===== src/rtl/ram_access_ctrl.sv =====
// rtl/ram_access_ctrl.sv - CPU-side load/store initiator for a single-port RAM with registered read address
//
// Accepts one load or store at a time. The address is held in MAR and the data in MDR.
// The controller drives the RAM strobes and captures read data into MDR.
// Each request gets a one-cycle response pulse.
//
// Ports
//   clock, reset      : single clock; synchronous active-high reset
//   req_valid/ready   : request handshake (ready only while idle and not in reset)
//   req_write         : 1 = store, 0 = load
//   req_addr          : word address
//   req_wdata         : store data
//   resp_valid        : one-cycle completion pulse
//   resp_err          : out-of-range address, qualified by resp_valid
//   resp_rdata        : MDR contents
//   busy              : inverse of req_ready
//   mem_addr          : RAM addr, driven from MAR
//   mem_data          : RAM data, driven from MDR
//   mem_write         : RAM write strobe
//   mem_read          : RAM read strobe
//   mem_q             : RAM read data
module ram_access_ctrl #(
    parameter int ADDR_W = 9,
    parameter int DATA_W = 32,
    parameter int DEPTH  = 512
) (
    input  logic              clock,
    input  logic              reset,
    input  logic              req_valid,
    output logic              req_ready,
    input  logic              req_write,
    input  logic [ADDR_W-1:0] req_addr,
    input  logic [DATA_W-1:0] req_wdata,
    output logic              resp_valid,
    output logic              resp_err,
    output logic [DATA_W-1:0] resp_rdata,
    output logic              busy,
    output logic [ADDR_W-1:0] mem_addr,
    output logic [DATA_W-1:0] mem_data,
    output logic              mem_write,
    output logic              mem_read,
    input  logic [DATA_W-1:0] mem_q
);

    typedef enum logic [1:0] {
        S_IDLE    = 2'd0,
        S_ISSUE   = 2'd1,
        S_CAPTURE = 2'd2,
        S_RESP    = 2'd3
    } state_t;

    state_t              r_state;
    state_t              w_next;
    logic [ADDR_W-1:0]   r_mar;
    logic [DATA_W-1:0]   r_mdr;
    logic                r_write;
    logic                r_err;

    logic                w_idle;
    logic                w_accept;
    logic                w_addr_err;
    logic                w_mem_write;
    logic                w_mem_read;

    // Range check is done on the zero-extended address so that DEPTH values
    // at or above 2**ADDR_W simply never flag an error.
    assign w_addr_err = (32'(req_addr) >= 32'(DEPTH));

    assign w_idle   = (r_state == S_IDLE);
    assign w_accept = w_idle && req_valid && !reset;

    always_comb begin
        w_next      = r_state;
        w_mem_write = 1'b0;
        w_mem_read  = 1'b0;
        case (r_state)
            S_IDLE: begin
                if (w_accept) begin
                    // Out-of-range requests skip the RAM entirely.
                    w_next = w_addr_err ? S_RESP : S_ISSUE;
                end
            end
            S_ISSUE: begin
                w_mem_write = r_write;
                w_mem_read  = !r_write;
                w_next      = r_write ? S_RESP : S_CAPTURE;
            end
            S_CAPTURE: begin
                w_next = S_RESP;
            end
            S_RESP: begin
                w_next = S_IDLE;
            end
            default: begin
                w_next = S_IDLE;
            end
        endcase
    end

    always_ff @(posedge clock) begin
        if (reset) begin
            r_state <= S_IDLE;
            r_mar   <= '0;
            r_mdr   <= '0;
            r_write <= 1'b0;
            r_err   <= 1'b0;
        end else begin
            r_state <= w_next;
            if (w_accept) begin
                r_mar   <= req_addr;
                r_write <= req_write;
                r_err   <= w_addr_err;
                // Loads leave MDR alone so an errored load reports the previous value.
                if (req_write) begin
                    r_mdr <= req_wdata;
                end
            end else if (r_state == S_CAPTURE) begin
                // RAM latched the address at the ISSUE edge, so q is valid now.
                r_mdr <= mem_q;
            end
        end
    end

    // Strobes and ready are gated by reset so that nothing happens at a reset edge.
    assign mem_write  = w_mem_write && !reset;
    assign mem_read   = w_mem_read && !reset;
    assign req_ready  = w_idle && !reset;
    assign busy       = !req_ready;
    assign resp_valid = (r_state == S_RESP);
    assign resp_err   = resp_valid && r_err;
    assign resp_rdata = r_mdr;
    assign mem_addr   = r_mar;
    assign mem_data   = r_mdr;

endmodule


===== config.mk =====
export PLATFORM = sky130hd
export DESIGN_NAME = ram_access_ctrl
export DESIGN_NICKNAME = d
export VERILOG_FILES = /design/src/rtl/ram_access_ctrl.sv
export SDC_FILE = /design/constraint.sdc
export NUM_CORES = 1
export LEC_CHECK = 0
export BUFFER_PORTS_ARGS = -buffer_cell sky130_fd_sc_hd__buf_2
export CORE_MARGIN = 2
export CORE_UTILIZATION = 48
export CTS_BUF_LIST = sky130_fd_sc_hd__clkbuf_2 sky130_fd_sc_hd__clkbuf_4 sky130_fd_sc_hd__clkbuf_8
export CTS_CLUSTER_SIZE = 14
export DETAILED_ROUTE_END_ITERATION = 7
export PLACE_DENSITY = 0.87
export RECOVER_POWER = 50
export SYNTH_ARGS = -nofsm -noshare
export SYNTH_HDL_FRONTEND = slang
export SYNTH_SLANG_ARGS = --single-unit
export TNS_END_PERCENT = 50

===== constraint.sdc =====
create_clock -name clock -period 3.5 [get_ports clock]
set_input_delay 0.525 -clock clock [delete_from_list [all_inputs] [get_ports clock]]
set_output_delay 0.525 -clock clock [all_outputs]
set_load 0.05 [all_outputs]

After elaboration in Yosys (flattened, before gate mapping)
Cells that the tools add are included.
{"block": "totals", "register_bits": 44, "out_inout_bits": 79, "word_cells": 28}
{"block": "classes", "eq_ne": 5, "n_mux": 8, "reduce_logical": 11}
{"cell": "$mux W32", "n": 3}
{"cell": "$pmux W2 S4", "n": 1}
{"cell": "$logic_and A1 B1 Y1", "n": 5}
{"cell": "$eq A2 B2 Y1 const B", "n": 2}
{"cell": "$logic_not A1 Y1", "n": 3}
{"cell": "$mux W1", "n": 3}
{"cell": "$eq A2 B1 Y1 const B", "n": 1}
{"cell": "$logic_not A2 Y1", "n": 1}
{"cell": "$mux W2", "n": 1}
{"cell": "$ne A2 B1 Y1 const B", "n": 1}
{"cell": "$ne A2 B2 Y1 const B", "n": 1}
{"cell": "$reduce_and A2 Y1", "n": 1}
{"cell": "$reduce_bool A2 Y1", "n": 1}

Longest topological paths before layout
{"block": "logic_depth", "ltp_word": 5, "depth_mapped": 7, "ltp_nobuf": 5}

Worst setup path before layout
OpenSTA, ideal clock, no wires.
{"block": "synth_timing", "path_kind": "input -> output", "from": "in reset", "to": "out mem_read", "t_arrival_ps": 2153, "required_ps": 2975, "setup_slack_ps": 822, "path_stages": 4, "n_path_buf": 3, "path_cell_list": "buf_6 clkbuf_1 clkbuf_1 nor3b_1"}
{"block": "synth_between", "elab_chain_len": 2}
{"element": "start, declared", "line": "28", "rtl": "input logic reset,"}
{"element": "$logic_not A1 Y1", "line": "126", "rtl": "assign mem_read = w_mem_read && !reset;"}
{"element": "$logic_and A1 B1 Y1", "line": "126"}
{"element": "end, declared", "line": "41", "rtl": "output logic mem_read,"}
No other way between the ends.

Worst setup path in the final report
{"block": "layout_timing", "from": "in reset", "to": "reg r_mdr[8] (netlist: mem_data[8])"}
{"block": "layout_between", "elab_chain_len": 4, "word_cells_on_any_way": 6, "classes_between": "1 x eq/ne; 1 x mux; 4 x reduce/logical"}
{"element": "$logic_not A1 Y1", "line": "70", "rtl": "assign w_accept = w_idle && req_valid && !reset;"}
{"element": "$logic_and A1 B1 Y1", "line": "70"}
{"element": "$ne A2 B2 Y1 (no line) / $reduce_bool A2 Y1 (equally long branches)"}
{"element": "$reduce_and A2 Y1 (no line)"}
{"element": "end signal, assigned", "line": "115", "rtl": "r_mdr <= req_wdata;"}
{"element": "end signal, assigned", "line": "119", "rtl": "r_mdr <= mem_q;"}
{"element": "end, declared", "line": "55", "rtl": "logic [DATA_W-1:0] r_mdr;"}
Several ways; a longest one is shown, not always the timed one.
A chain may end at the register's enable or synchronous reset.

==> impl.org <==
** Worst setup path
- Element type at the critical path start :: primary input
- The largest single stage delay on the critical path is 0.54 ns.
- WP data required :: 3.68 ns
- Cell at the slowest stage of the critical path :: buf_2
- Arrival time of the worst setup path :: 2.39 ns
- The critical path goes through buf_2 -> nand3b_4 -> mux2_4 -> o221a_1.
- The kind of cell with the highest combined delay along the critical path is buffers and inverters.
- Max Fanout on Critical Path :: 48
- Crit. End Element :: flop
- Startpoint-to-endpoint class of the critical path :: primary input to flop
- CP Buf/Inv Count :: 1

** Clock tree
- Clock Path Buffers :: 2
- Counting the buffers created by CTS gives 5.
- Buffers inserted by post-CTS timing repair :: 0
- Cts repair resizes :: 0
- TritonCTS built the clock tree.
- Clock input transition at the sequential cells of the worst setup and hold paths :: 0.08 ns
- Sinks on Clock Net :: 44
- Clock Latency Late Sink :: 0.29 ns
- In this run the number of H-tree levels came out at 2.
- Total of hold buffers inserted after clock tree synthesis :: 0
- The cell sitting at the root of the clock tree is a clkbuf_8.

** Drt
- DRT Wirelength :: 6670 um
- Via density per instance :: 5.07
- Antenna Violating Nets Remaining :: 0
- The first routing iteration left 174 violations.
- DRC errors left :: 0
- Number of iterations in the first detailed-routing pass :: 4
- For this block, the via count after detailed routing is 2475.
- Dividing the detail-routed wire length by the instance count gives 13.7 um.

** Timing
- At the pin with the least slew margin, the transition time is 0.917 ns.
- The worst path in the final design needs a cycle of 2.21 ns, including I/O delays and setup.
- FMAX :: 0.452 GHz
- In the post-route analysis, the smallest setup slack over all paths is 1.29 ns.
- Across all hold checks on the routed design, the worst slack comes to 0.414 ns.
- Dividing the final minimum period by the clock period gives 63.1%.
- Across the routed clock network, the largest skew measured is 0.00541 ns.
- The final number of max-transition violations came to 0.
- Measured against its own limit, the worst slew margin works out to 38.8%.
- RSZ-0062 raised after global routing :: no
- Hold Fails Final Rpt :: 0
- Summed over all failing endpoints, the final setup total negative slack is 0 ns.
- Setup violations remaining at the end of the flow were counted as 0.

** Power and ir drop
- The design draws 3.50 mW.
- Worst IR drop on VDD :: 642 uV
- Leakage :: 1.49 nW
- In this run the power density over the cells is 1130 nW/um^2.

** Finish
- Counting the fill cells in the layout gives 518.
- The post-route netlist has 26.1% of its cells at a drive strength greater than 1.
- Final std cells w/o fill :: 488
- The final layout contains 499 nets.
- Diodes inserted :: 0
- Final Instance Area :: 3090 sq um
- Final core utilization :: 59.7%
- The area growth from synthesis to layout is 18.9%.

** Floorplan
- Die area :: 6010 sq um
- Number of placed I/O pins :: 156
- Chip Height :: 77.5 um
- Once the floorplan was initialized, standard cells occupied 50.2% of the core.
- Area of the core region :: 5170 sq um
- Row generation in the floorplan step produced 26 rows.
- From left edge to right edge, the die measures 77.5 um.

** Logic synthesis
- The share of the Yosys chip area taken by registers is 33.9%.
- When the netlist entered floorplanning its net count stood at 397.
- Synthesized area per cell :: 8.21 sq um
- Number of synthesized register bits :: 44
- Async SR Flop Fraction :: 0%
- Library cells used by synthesis :: 24
- Synthesis warning total :: 0
- Post-Synthesis Cell Area :: 2590 sq um
- Number of synthesized flops with an enable pin :: 0
- The cell count after synthesis came out at 316.
- Leading register cell type out of synthesis :: dfxtp_1

** Global route
- The first global-routing pass estimated 10500 um of wire.
- Number of antenna violations at the first check in global routing :: 0
- GRT Total Usage :: 21.4%
- Maximum number of pins on one net before global-route repair :: 49
- Overflow after GRT :: 0
- The number of global-route vias before repair came to 2323.

** Placed design
- During placement, the flow inserted port buffers numbering 154.
- At the placement stage, the worst setup path has a slack of 1.00 ns.
- Once detailed placement completed, the half-perimeter wirelength came to 4930 um.
- Including well taps, the total number of placed cells is 481.
- The placed instances occupy a cell area of 3080 sq um.
- Gp weighted congestion :: 0.718

** Status
- Result of the run :: complete, no violations

** Job
- The tool flagged a number of max-cap violations equal to 0.

** Worst hold path
- Type of the tightest min-delay check :: primary input to flop
layer usage:
layer  vias to the layer above  track usage [%]  share of wire, %  wire (um)
li1                       1239                -                 -          -
met2                       110             38.3                48       3230
met5                         -                0                 0          0
met3                         7             5.70               7.9        526
met4                         0             4.82              0.85         57
met1                      1119             25.5                43       2860
power by group:
part,internal [mW],switching (mW),total [mW]
Clock,0.135,0.166,0.302
Combinational,0.487,1.82,2.31
Sequential,0.718,0.173,0.891
tightest hold or removal path, stage by stage:
cell and delay [ns]:
buf_2 0.08, nand2_1 0.04, nand2_1 0.04
layout by cell type, fill, tap and decap left out, types with 2 or more instances in the layout:
| cell | n |
|---|---|
| o221a_2 | 3 |
| nand3b_1 | 9 |
| buf_4 | 2 |
| and3b_1 | 2 |
| a21oi_1 | 33 |
| buf_2 | 94 |
| o221a_1 | 29 |
| nand2b_1 | 3 |
| clkbuf_1 | 60 |
| dfxtp_1 | 44 |
| ha_1 | 4 |
| inv_1 | 35 |
| nand2_1 | 20 |
| nor2b_1 | 32 |
| clkbuf_8 | 5 |
| o21ai_0 | 32 |
| nor2_1 | 2 |
cells in the mapped netlist (all sizes together), types with 2 or more instances:
library cell	count	share of area [%]
o221a	32	14
nand3b	10	3.4
buf	41	12
nand2b	3	0.72
ha	4	1.9
nor2	2	0.29
and3b	2	0.68
nand2	20	2.9
dfxtp	44	34
clkbuf	20	2.9
o21ai	32	6.2
inv	35	5.1
a21oi	33	6.4
nor2b	32	7.7
sequential cells by signal, summed over array words and instances, names as in the netlist:
name,count
r_state,2
r_write,1
mem_data,32
mem_addr,9
cell type report:
class / count / area (sq um) / share of cell area [%]
tap: 70 / 87.6 / 2.84
inverter: 35 / 131 / 4.26
timing repair buffer: 156 / 711 / 23.0
multi-input combinational: 176 / 1190 / 38.7
sequential: 44 / 881 / 28.5
clock inverter: 2 / 12.5 / 0.405
clock buffer: 5 / 68.8 / 2.23
final timing paths:
kind	startpoint	end	slack, ns	depth (start not counted)
hold reg to reg	mem_addr[7]$_SDFFE_PP0P_	mem_addr[7]$_SDFFE_PP0P_	0.47	2
setup reg to reg	r_state[0]$_SDFFE_PP0P_	mem_data[8]$_SDFFE_PP0P_	1.37	5
setup / recovery	reset	mem_data[8]$_SDFFE_PP0P_	1.29	4
hold / removal	req_addr[5]	mem_addr[5]$_SDFFE_PP0P_	0.41	3
cells by family after synthesis:
kind of cell / count (synthesis) / share of synthesized area, %
AOI/OAI and AO/OA: 99 / 27.0
buffers and inverters: 96 / 20.0
and+or+nand+nor: 70 / 16.0
DFF: 44 / 33.9
adders and majority gates: 4 / 1.93
muxes: 2 / 0.964
other: 1 / 0.145
No activity file was read; power rests on OpenSTA's default activity.
